### config.mk
export PLATFORM = sky130hd
export DESIGN_NAME = mem_access_unit
export DESIGN_NICKNAME = d
export VERILOG_FILES = /design/src/rtl/mem_access_unit.sv
export SDC_FILE = /design/constraint.sdc
export NUM_CORES = 1
export LEC_CHECK = 0
export CORE_AREA = 2 2 241 243
export DETAILED_ROUTE_END_ITERATION = 7
export DIE_AREA = 0 0 243 245
export PLACE_DENSITY = 0.69
export RECOVER_POWER = 50
export SLEW_MARGIN = 20
export SYNTH_ARGS = -nofsm -noshare
export SYNTH_HDL_FRONTEND = slang
export SYNTH_SLANG_ARGS = --single-unit
### constraint.sdc
create_clock -name clk -period 3.25 [get_ports clk]
set_input_delay 0.65 -clock clk [delete_from_list [all_inputs] [get_ports clk]]
set_output_delay 0.65 -clock clk [all_outputs]
set_load 0.05 [all_outputs]
### src/rtl/mem_access_unit.sv
// Memory stage: issues one data-memory access per load/store and registers the MEM/WB result.
// Latency: 1 cycle for ALU/misaligned ops, 4 cycles minimum for loads/stores (IDLE, REQ, RESP, DONE).
// Backpressure: stall_req holds EX/MEM until DONE. A request is held stable while dmem_req_ready is low.
//
// Ports:
//   clk, rst                 clock and asynchronous active-low reset
//   me_*                     EX/MEM pipeline register outputs (operation, address, store data, rd, pc/inst)
//   stall_req                hold EX/MEM and earlier stages while an access is in flight
//   dmem_req_* / dmem_addr / dmem_wen / dmem_wdata / dmem_wmask
//                            registered request, held for the whole REQ state
//   dmem_resp_valid / dmem_rdata
//                            response, only sampled in RESP
//   wb_*                     registered MEM/WB result
//   misalign_err             one-cycle flag issued with the faulting instruction's wb update
module mem_access_unit #(
    parameter int XLEN = 64,
    parameter int ILEN = 32
) (
    input  logic            clk,
    input  logic            rst,
    input  logic            me_mem_rena,
    input  logic            me_mem_wena,
    input  logic            me_mem_ext_un,
    input  logic            me_mem_to_reg,
    input  logic [7:0]      me_mem_byte_enable,
    input  logic [XLEN-1:0] me_alu_result,
    input  logic [XLEN-1:0] me_new_rs2_data,
    input  logic            me_rd_wena,
    input  logic [4:0]      me_rd_waddr,
    input  logic [XLEN-1:0] me_pc,
    input  logic [ILEN-1:0] me_inst,
    output logic            stall_req,
    output logic            dmem_req_valid,
    input  logic            dmem_req_ready,
    output logic [XLEN-1:0] dmem_addr,
    output logic            dmem_wen,
    output logic [XLEN-1:0] dmem_wdata,
    output logic [7:0]      dmem_wmask,
    input  logic            dmem_resp_valid,
    input  logic [XLEN-1:0] dmem_rdata,
    output logic            wb_rd_wena,
    output logic [4:0]      wb_rd_waddr,
    output logic [XLEN-1:0] wb_rd_wdata,
    output logic [XLEN-1:0] wb_pc,
    output logic [ILEN-1:0] wb_inst,
    output logic            misalign_err
);

    typedef enum logic [1:0] {IDLE, REQ, RESP, DONE} state_t;

    state_t          state_q;
    logic            req_valid_q;
    logic [XLEN-1:0] req_addr_q;
    logic            req_wen_q;
    logic [XLEN-1:0] req_wdata_q;
    logic [7:0]      req_wmask_q;
    logic [XLEN-1:0] load_buf_q;
    logic            wb_rd_wena_q;
    logic [4:0]      wb_rd_waddr_q;
    logic [XLEN-1:0] wb_rd_wdata_q;
    logic [XLEN-1:0] wb_pc_q;
    logic [ILEN-1:0] wb_inst_q;
    logic            misalign_err_q;

    logic            mem_op;
    logic [2:0]      off;
    logic [15:0]     be_wide;
    logic            misaligned;
    logic [XLEN-1:0] sh;
    logic [XLEN-1:0] ld_val;

    assign mem_op     = me_mem_rena | me_mem_wena;
    assign off        = me_alu_result[2:0];
    // Mask shifted into a 16-bit window: any lane past byte 7 means the access crosses the doubleword.
    assign be_wide    = {8'h00, me_mem_byte_enable} << off;
    assign misaligned = mem_op & (|be_wide[15:8]);

    // Gated by rst so the stall drops the moment reset is asserted, not at the next edge.
    assign stall_req = rst & (((state_q == IDLE) & mem_op & ~misaligned) |
                              (state_q == REQ) | (state_q == RESP));

    // Load extraction works on the buffered response; EX/MEM is held so off/size are still valid.
    always_comb begin
        sh     = load_buf_q >> {off, 3'b000};
        ld_val = sh;
        case (me_mem_byte_enable)
            8'h01: ld_val = me_mem_ext_un ? {{(XLEN-8){1'b0}},  sh[7:0]}
                                          : {{(XLEN-8){sh[7]}},  sh[7:0]};
            8'h03: ld_val = me_mem_ext_un ? {{(XLEN-16){1'b0}}, sh[15:0]}
                                          : {{(XLEN-16){sh[15]}}, sh[15:0]};
            8'h0F: ld_val = me_mem_ext_un ? {{(XLEN-32){1'b0}}, sh[31:0]}
                                          : {{(XLEN-32){sh[31]}}, sh[31:0]};
            default: ld_val = sh;
        endcase
    end

    always_ff @(posedge clk or negedge rst) begin
        if (!rst) begin
            state_q        <= IDLE;
            req_valid_q    <= 1'b0;
            req_addr_q     <= '0;
            req_wen_q      <= 1'b0;
            req_wdata_q    <= '0;
            req_wmask_q    <= '0;
            load_buf_q     <= '0;
            wb_rd_wena_q   <= 1'b0;
            wb_rd_waddr_q  <= '0;
            wb_rd_wdata_q  <= '0;
            wb_pc_q        <= '0;
            wb_inst_q      <= '0;
            misalign_err_q <= 1'b0;
        end else begin
            case (state_q)
                IDLE: begin
                    if (mem_op && !misaligned) begin
                        state_q     <= REQ;
                        req_valid_q <= 1'b1;
                        req_addr_q  <= {me_alu_result[XLEN-1:3], 3'b000};
                        req_wen_q   <= me_mem_wena;
                        req_wdata_q <= me_new_rs2_data << {off, 3'b000};
                        req_wmask_q <= be_wide[7:0];
                    end
                end
                REQ: begin
                    if (dmem_req_ready) begin
                        state_q     <= RESP;
                        req_valid_q <= 1'b0;
                    end
                end
                RESP: begin
                    if (dmem_resp_valid) begin
                        load_buf_q <= dmem_rdata;
                        state_q    <= DONE;
                    end
                end
                DONE: state_q <= IDLE;
                default: state_q <= IDLE;
            endcase

            if (!stall_req) begin
                wb_rd_waddr_q  <= me_rd_waddr;
                wb_pc_q        <= me_pc;
                wb_inst_q      <= me_inst;
                wb_rd_wdata_q  <= me_mem_to_reg ? ld_val : me_alu_result;
                wb_rd_wena_q   <= me_rd_wena & ~misaligned;
                misalign_err_q <= misaligned;
            end else begin
                wb_rd_wena_q   <= 1'b0;
                misalign_err_q <= 1'b0;
            end
        end
    end

    assign dmem_req_valid = req_valid_q;
    assign dmem_addr      = req_addr_q;
    assign dmem_wen       = req_wen_q;
    assign dmem_wdata     = req_wdata_q;
    assign dmem_wmask     = req_wmask_q;
    assign wb_rd_wena     = wb_rd_wena_q;
    assign wb_rd_waddr    = wb_rd_waddr_q;
    assign wb_rd_wdata    = wb_rd_wdata_q;
    assign wb_pc          = wb_pc_q;
    assign wb_inst        = wb_inst_q;
    assign misalign_err   = misalign_err_q;

endmodule

Word-level counts from Yosys, hierarchy flattened
Index checks and enable logic that the tools add are counted.

Divide/modulo/power cells: 0. Eq/ne operators: 9. Magnitude comparators: 0. $mul: 0. Reductions and logical operators: 9. Shift-type cells: 3. Muxes and demuxes: 14. $add $sub $neg: 0. Bitwise operators: 9.

Operator list (count): 64-bit two-way mux (4); 64-bit one-hot mux with 3 select lines (1); 64-bit by 6-bit << shifter with 64-bit output (1); 64-bit by 6-bit >> shifter with 64-bit output (1); 8-bit by 3-bit << shifter with 16-bit output (1); 8-bit by 1-bit == test with 1-bit output, second input constant (1); 8-bit by 2-bit == test with 1-bit output, second input constant (1); 8-bit by 4-bit == test with 1-bit output, second input constant (1); 2-bit one-hot mux with 4 select lines (1); 8-bit OR reduction (1); 2-bit two-way mux (3); 3-bit AND reduction (2); 1-bit bitwise AND (5); 2-bit == test, second input constant (2); 1-bit two-way mux (4); 2-bit inequality test, second input constant (2); 2-bit AND reduction (2); 1-bit OR (3); 2-bit by 1-bit == test with 1-bit output, second input constant (1); 2-bit zero test (1); 2-bit by 1-bit inequality test with 1-bit output, second input constant (1); 1-bit one-hot mux with 2 select lines (1); 2-bit nonzero test (1); 1-bit logical AND (1); 2 further kinds (2).

Bits of input ports: 310. Output and inout bits: 306. Logic and storage cells: 57. Bits in latches: 0. Bits in registers: 368. Memory bits (writable): 0. Bits in read-only memories: 0. Memories kept: 0.

Depth between registers and ports, before layout
Gate-level depths: netlist of the first run.

Depth in word-level cells: 9. Gate-level depth with buffers: 11. Mapped depth without buffers: 8.

Worst setup path before layout of the first run
OpenSTA, ideal clock, no wires.

Path kind: input-to-output. Start point: in me_alu_result[1]. End point: out stall_req. Path buffers: 3. Slack: 0.347 ns. Stages: 7. Required time: 2.600 ns. Data arrival time: 2.253 ns. Cells stage by stage: or4_4 > o311a_4 > o31a_1 > buf_2 > inv_2 > buf_4 > buf_2.

Longest elaborated chain between the ends: 8.

Ends and longest elaborated chain: from (decl) (line 26) `input logic [XLEN-1:0] me_alu_result,`; 8-bit by 3-bit << shifter with 16-bit output (line 75) `assign be_wide = {8'h00, me_mem_byte_enable} << off;`; 8-bit OR reduction (line 76) `assign misaligned = mem_op & (|be_wide[15:8]);`; 1-bit bitwise AND (line 76); 1-bit inverter (line 79) `assign stall_req = rst & (((state_q == IDLE) & mem_op & ~misaligned) |`; 1-bit bitwise AND (line 79); 1-bit OR (line 79); 1-bit OR (line 80) `(state_q == REQ) | (state_q == RESP));`; 1-bit bitwise AND (line 79); to (decl) (line 32) `output logic stall_req,`.

No other way between the ends.

Worst setup path in the final report of the first run
Start point: in me_mem_byte_enable[5]. End point: out stall_req.

Longest elaborated chain between the ends: 8.

Ends and longest elaborated chain: from (decl) (line 25) `input logic [7:0] me_mem_byte_enable,`; 8-bit by 3-bit << shifter with 16-bit output (line 75); 8-bit OR reduction (line 76); 1-bit bitwise AND (line 76); 1-bit inverter (line 79); 1-bit bitwise AND (line 79); 1-bit OR (line 79); 1-bit OR (line 80); 1-bit bitwise AND (line 79).

No other way between the ends.

==> impl_metrics.csv, run 1 <==
group,metric,value,unit
route,wl_per_cell,23.00,µm
die,coreArea,0.05703,mm²
placement,dpl.cell_count,3198,
pwr,leakage,12.02,nW
synthesis,ys.flop_type,"dfrtp_1",
route,postRouteAntennaNets,0,
synthesis,ys_ff_latch,368,
pwr,p_per_area,1068,mW/mm²
route,drt_iter0_drc,1279,
synthesis,syn_inst,1887,
status,status,"finished, violations left",
clock_network,clk_pin_slew,0.06,ns
placement,place.gp.congestion,0.9198,
flow_run,drv_cap,2,
grt,grt_overflow,0,
synthesis,synthesis.area,0.01820,mm²
sta,rsz0062_at_grt,"no",
placement,io_buffers,612,
worst_setup_path,worstPathRequired,2.60,ns
sta,fin_crit,3.168,ns
sta,skew,0.02091,ns
layout,syn2layout_area_growth,47.76,%
die,die_area,0.05954,mm²
layout,nFillCells,5388,
clock_network,clkSinkCount,368,
route,dr.pass1.iters,5,
grt,grt_usage,0.2472,
sta,worst_pin_slew,1.689,ns
layout,final_cells,3289,
worst_setup_path,slowest_stage,"or4_4",
worst_setup_path,path_buf_inv,3,
sta,relSlewSlack,-0.1259,
die,die_w,243,µm
clock_network,root_buffer,"clkbuf_16",
route,route.detailed.vias_per_inst,5.088,
worst_setup_path,crit_chain,"clkdlybuf4s50_1 -> or4_4 -> o311a_4 -> o31a_2 -> inv_6 -> buf_12",
die,initial_core_util,0.3190,
synthesis,synth-edff-count,0,
route,drt_drc_violations_left,0,
die,die_h,245,µm
status,violations,"max-capacitance violations, max-slew violations",
synthesis,async_flop_share,1.000,
clock_network,cts_tree,"yes",
layout,nNetsFinal,2794,
die,io_pins,616,
clock_network,htreeDepth,2,
sta,hold_viol,0,
sta,max_freq,0.3157,GHz
placement,dp_hpwl,58560,µm
grt,grt_pass1_wl,110800,µm
die,rows,88,
grt,antenna_found_initial,20,
worst_setup_path,startpoint_type,"input pin",
sta,final-setup-viol-count,0,
clock_network,clock_path_buffers,3,
synthesis,synth_warnings,0,
grt,grt_max_degree,180,
sta,slew_violations,180,
synthesis,syn_area_per_cell,9.643,µm²
worst_setup_path,path_class,"in -> out",
layout,drive_above_1_share,0.1249,
sta,period_share,0.9747,
route,wirelength,75640,µm
worst_setup_path,cp_top_family,"buffers and inverters",
worst_setup_path,crit_path_end_kind,"primary output",
min_path,hp-class,"reg -> reg",
clock_network,numCtsBuffers,43,
route,num_vias,16735,
pwr,ir_worst_vdd,0.0006244,V
worst_setup_path,slowest_delay,0.53,ns
sta,whs,0.4689,ns
synthesis,seq_area_frac_synth,0.5061,
worst_setup_path,crit_path_max_fanout,5,
worst_setup_path,arrival,2.52,ns
clock_network,clock_latency,0.57,ns
grt,grt_pass1_vias,16713,
synthesis,ys_types,62,
state kept, by name, indices dropped and copies added (netlist names), 2 cells and up:
register	cells
wb_rd_wdata	64
wb_rd_waddr	5
dmem_addr	61
state_q	2
load_buf_q	64
dmem_wmask	8
wb_pc	64
dmem_wdata	64
wb_inst	32
kinds of logic (layout without fill, tap and decap cells):
| logic type | Yosys count | after routing | synth area share |
|---|---|---|---|
| AOI/OAI and AO/OA | 271 | 271 | 0.1098 |
| and+or+nand+nor | 874 | 874 | 0.1931 |
| adders and majority gates | 4 | 4 | 0.002751 |
| other | 1 | 13 | 0.0002061 |
| buffers and inverters | 151 | 776 | 0.04016 |
| muxes | 218 | 218 | 0.1479 |
| DFF | 368 | 368 | 0.5061 |
what timing repair did:
item                       4_1_cts  5_1_grt
hold buffers                     1        0
setup buffers                    0        0
setup endpoints to repair        0        1
gates resized for setup          0        1
hold endpoints to repair        29        0
cells in the mapped netlist (5+ instances only):
library cell	n	share of area
a21oi_1	36	0.0099
mux2_2	87	0.054
a221oi_1	6	0.0029
buf_6	7	0.0043
o31ai_1	22	0.0091
a31oi_1	9	0.0031
o21bai_1	6	0.0025
nor2_1	117	0.024
dfrtp_1	368	0.51
mux2i_1	99	0.054
o2bb2ai_1	8	0.0039
buf_4	12	0.0050
mux4_2	32	0.040
and3_1	7	0.0024
a211oi_1	31	0.013
nand2b_1	6	0.0021
o21ai_0	57	0.016
o211ai_1	8	0.0033
a21o_1	20	0.0083
clkbuf_1	63	0.013
buf_2	53	0.015
a211oi_2	30	0.021
nor3_1	49	0.013
nor2b_1	9	0.0031
a22oi_1	9	0.0037
nand3_1	23	0.0063
buf_1	8	0.0017
nand2_1	640	0.13
o21a_1	5	0.0021
layout by cell type, fill, tap and decap left out, types with 44 or more instances in the layout:
| cell type | instances |
|---|---|
| nor2_1 | 116 |
| buf_4 | 52 |
| clkdlybuf4s50_1 | 569 |
| mux2_2 | 87 |
| o21ai_0 | 57 |
| clkbuf_16 | 44 |
| mux2i_1 | 99 |
| nor3_1 | 49 |
| dfrtp_1 | 368 |
| nand2_1 | 639 |
cell type report:
type | count | area, µm² | share of cell area
timing repair buffer | 689 | 6860 | 0.2552
clock buffer | 64 | 1296 | 0.04821
antenna | 10 | 25.02 | 0.0009307
tap | 765 | 957.2 | 0.03560
inverter | 8 | 35.03 | 0.001303
clock inverter | 15 | 227.7 | 0.008469
sequential | 368 | 9209 | 0.3425
multi-input combinational | 1370 | 8277 | 0.3078
per-layer routing:
metal,vias up,GRT usage,share of wire
met1,8287,0.3390,0.43
met4,12,0.07163,0.026
met2,657,0.3894,0.47
met5,-,0,0.0011
li1,7656,-,-
met3,123,0.05871,0.075
where the power goes:
part | internal (mW) | switching, mW
logic | 5.17 | 10.2
clock network | 3.17 | 2.01
registers | 6.65 | 1.54
worst paths after layout:
path                                            from                          to  slack, ns  cells after the start
hold reg to reg            dmem_addr[18]$_DFFE_PN0P_   dmem_addr[18]$_DFFE_PN0P_       0.47                      2
max in group asynchronous                        rst     wb_inst[19]$_DFFE_PN0N_       0.40                      4
setup reg to reg              state_q[0]$_DFFE_PN0P_  load_buf_q[57]$_DFFE_PN0P_       0.69                      5
min in group asynchronous                        rst  load_buf_q[46]$_DFFE_PN0P_       0.54                      2
hold / removal             dmem_addr[18]$_DFFE_PN0P_   dmem_addr[18]$_DFFE_PN0P_       0.47                      2
setup / recovery               me_mem_byte_enable[5]                   stall_req       0.08                      6
per-stage QoR:
stage	setup TNS, ns	total power, mW	cell area, µm²	setup WS [ns]	utilization
after global routing	0	30.00	26880	0.03364	0.4713
after CTS	0	28.98	26940	0.04766	0.4723
after global placement	0	23.41	25410	0.003468	0.4454
final	0	28.71	26890	0.08221	0.4714
after floorplan	0	17.40	18200	0.3468	-
after detailed placement	-0.004267	23.69	25410	-0.004003	0.4454
tightest hold or removal path: stages, from the launching register on:
cell	delay (ns)
dfrtp_1	0.34
nand2_1	0.05
nand2_1	0.05
No activity file was read; power rests on OpenSTA's default activity.
==> run 2: changes to the inputs <==
- CORE_AREA: 2 2 241 243 -> 10 10 229 231
- DIE_AREA: 0 0 243 245 -> 0 0 239 241
- PLACE_DENSITY: 0.69 -> 0.78
==> run 2 against run 1 <==
Compared with the run above:
- the run still ends with max-capacitance violations, max-slew violations left
- sequential share of layout area is 0.45 points higher
- via count is 0.32% higher
- non-clock buffer count is 10 lower
- sequential power is 0.9% lower
- first-iteration DRC count is 11% higher
- register-to-register slack worse by 0.03 ns
- wire length is 3.7% higher
- fmax is 1.4% lower
- die area is 3.3% lower
- clock skew is 0.0052 ns higher
- utilization is 8.7 points higher
- largest power group unchanged
==> impl_metrics.csv, run 2 (synthesis gave the netlist of run 1 again) <==
group,metric,value,unit
die,die_w,239,µm
pwr,combPwrFrac,0.539,
layout,nNetsFinal,2782,
layout,utilization,0.5582,
worst_setup_path,crit_path_max_fanout,5,
pwr,intPower,14.32,mW
placement,io_buffers,612,
die,die_h,241,µm
sta,period_share,0.9883,
placement,dp_hpwl,61070,µm
sta,rsz0062_at_grt,"no",
clock_network,clkSinkCount,368,
worst_setup_path,r2r_slack,0.66,ns
clock_network,clock_latency,0.57,ns
layout,mostFrequentLayoutCells,"nand2_1 (639), clkdlybuf4s50_1 (440), dfrtp_1 (368), dlygate4sd3_1 (167), nor2_1 (116)",
route,wl_met2,36940,µm
route,highest_layer,"met5",
status,violations,"max-capacitance violations, max-slew violations",
grt,grt_overflow,0,
worst_setup_path,crit_chain,"clkdlybuf4s50_1 -> or4_4 -> o311a_4 -> o31a_2 -> inv_6 -> buf_12",
sta,relSlewSlack,-0.1438,
sta,whs,0.4563,ns
route,wl_met3,6676,µm
grt,grt_pass1_wl,112200,µm
route,wl_per_cell,25.06,µm
clock_network,htreeDepth,2,
status,status,"finished, violations left",
min_path,hp-class,"in -> async",
layout,drive_above_1_share,0.1220,
sta,max_freq,0.3114,GHz
clock_network,clock_path_buffers,3,
route,num_vias,16788,
worst_setup_path,cp_top_family,"buffers and inverters",
clock_network,postCtsSetupBuffers,0,
clock_network,clk_pin_slew,0.06,ns
pwr,leakage,12.06,nW
die,die_area,0.05760,mm²
die,coreArea,0.04755,mm²
grt,grt_max_degree,192,
route,route.detailed.vias_per_inst,5.362,
route,dr.pass1.iters,7,
sta,worst_pin_slew,1.716,ns
worst_setup_path,startpoint_type,"input pin",
worst_setup_path,regToRegStartpoint,"state_q[0]$_DFFE_PN0P_",
sta,final-setup-viol-count,0,
sta,hold_viol,0,
route,postRouteAntennaNets,0,
grt,grt_pass1_vias,16893,
pwr,p_per_area,1059,mW/mm²
clock_network,ctsHoldBuffers,1,
pwr,pwr-share-clk,0.172,
worst_setup_path,path_class,"in -> out",
pwr,ir_worst_vdd,0.0007645,V
die,initial_core_util,0.3827,
clock_network,cts_tree,"yes",
sta,skew,0.02614,ns
route,drt_drc_violations_left,0,
clock_network,cts_resized,0,
pwr,p_switching,13.78,mW
worst_setup_path,slowest_delay,0.54,ns
placement,place.gp.congestion,0.9683,
flow_run,drv_cap,1,
worst_setup_path,r2r-end,"load_buf_q[13]$_DFFE_PN0P_",
grt,grt_usage,0.2594,
worst_setup_path,crit_path_end_kind,"primary output",
die,io_pins,616,
route,met1_length,32210,µm
worst_setup_path,path_buf_inv,3,
layout,final_common_cell,"nand2_1",
layout,syn2layout_area_growth,45.85,%
worst_setup_path,slowest_stage,"or4_4",
route,drt_iter0_drc,1416,
placement,pre_cts_ws,-0.1193,ns
worst_setup_path,reg2reg_depth,5,
sta,fin_ws,0.03818,ns
clock_network,root_buffer,"clkbuf_16",
sta,fin_crit,3.212,ns
worst_setup_path,arrival,2.56,ns
pwr,seq_power_share,0.289,
clock_network,numCtsBuffers,41,
route,wirelength,78450,µm
grt,antenna_found_initial,17,
pwr,p_total,28.11,mW
die,rows,80,
pwr,power.share.switching,0.4903,
worst_setup_path,worstPathRequired,2.60,ns
sta,slew_violations,65,
==> run 2: power by group through the flow <==
stage | sequential (mW) | combinational, mW | clock, mW
global placement | 8.11 | 15.3 | 0
floorplan | 13.6 | 3.84 | 0
detailed placement | 8.19 | 15.5 | 0
finish | 8.12 | 15.1 | 4.84
global route | 8.35 | 15.9 | 5.09
CTS | 8.14 | 15.5 | 4.93
==> run 2: how the worst max path moves through the flow <==
stage                                from                           to  slack, ns  depth (start not counted)
floorplan                me_alu_result[1]                    stall_req       0.35                          7
global placement    me_mem_byte_enable[4]  wb_rd_wdata[39]$_DFFE_PN0N_      -0.08                          8
detailed placement  me_mem_byte_enable[5]       wb_inst[7]$_DFFE_PN0N_      -0.12                          8
CTS                 me_mem_byte_enable[5]                    stall_req       0.04                          6
global route                          rst    dmem_addr[29]$_DFFE_PN0P_       0.01                          4
finish              me_mem_byte_enable[5]                    stall_req       0.04                          6
==> run 2: final cells by class <==
| class | count | area (µm²) |
|---|---|---|
| diodes | 15 | 37.54 |
| clock buffers | 59 | 1174 |
| clock inverters | 17 | 224.0 |
| fillers | 4126 | 21010 |
| inverters | 8 | 35.03 |
| multi-input cells | 1370 | 8287 |
| flip-flops and latches | 368 | 9209 |
| well taps | 615 | 769.5 |
| repair buffers | 679 | 6804 |
==> run 2: layer usage <==
metal  global-route usage  up-vias
met1               0.3342     8287
li1                     -     7619
met5                    0        -
met2               0.4065      724
met3              0.07323      152
met4               0.1028        6
==> run 2: worst register-to-register path: cells and delay by family, from the launching register on <==
family | cells | cell delay, ns
buffers and inverters | 2 | 1.30
muxes | 1 | 0.50
adders and majority gates | 1 | 0.25
and+or+nand+nor | 1 | 0.07
DFF | 1 | 0.35
==> run 2: per-stage QoR <==
step | cells | instance area, µm² | setup TNS (ns)
2_1_floorplan | 1889 | 18200 | 0
3_3_place_gp | 3038 | 25090 | -1.209
3_5_place_dp | 3038 | 25090 | -5.956
4_1_cts | 3115 | 26500 | 0
5_1_grt | 3129 | 26530 | 0
6_report | 3131 | 26540 | 0
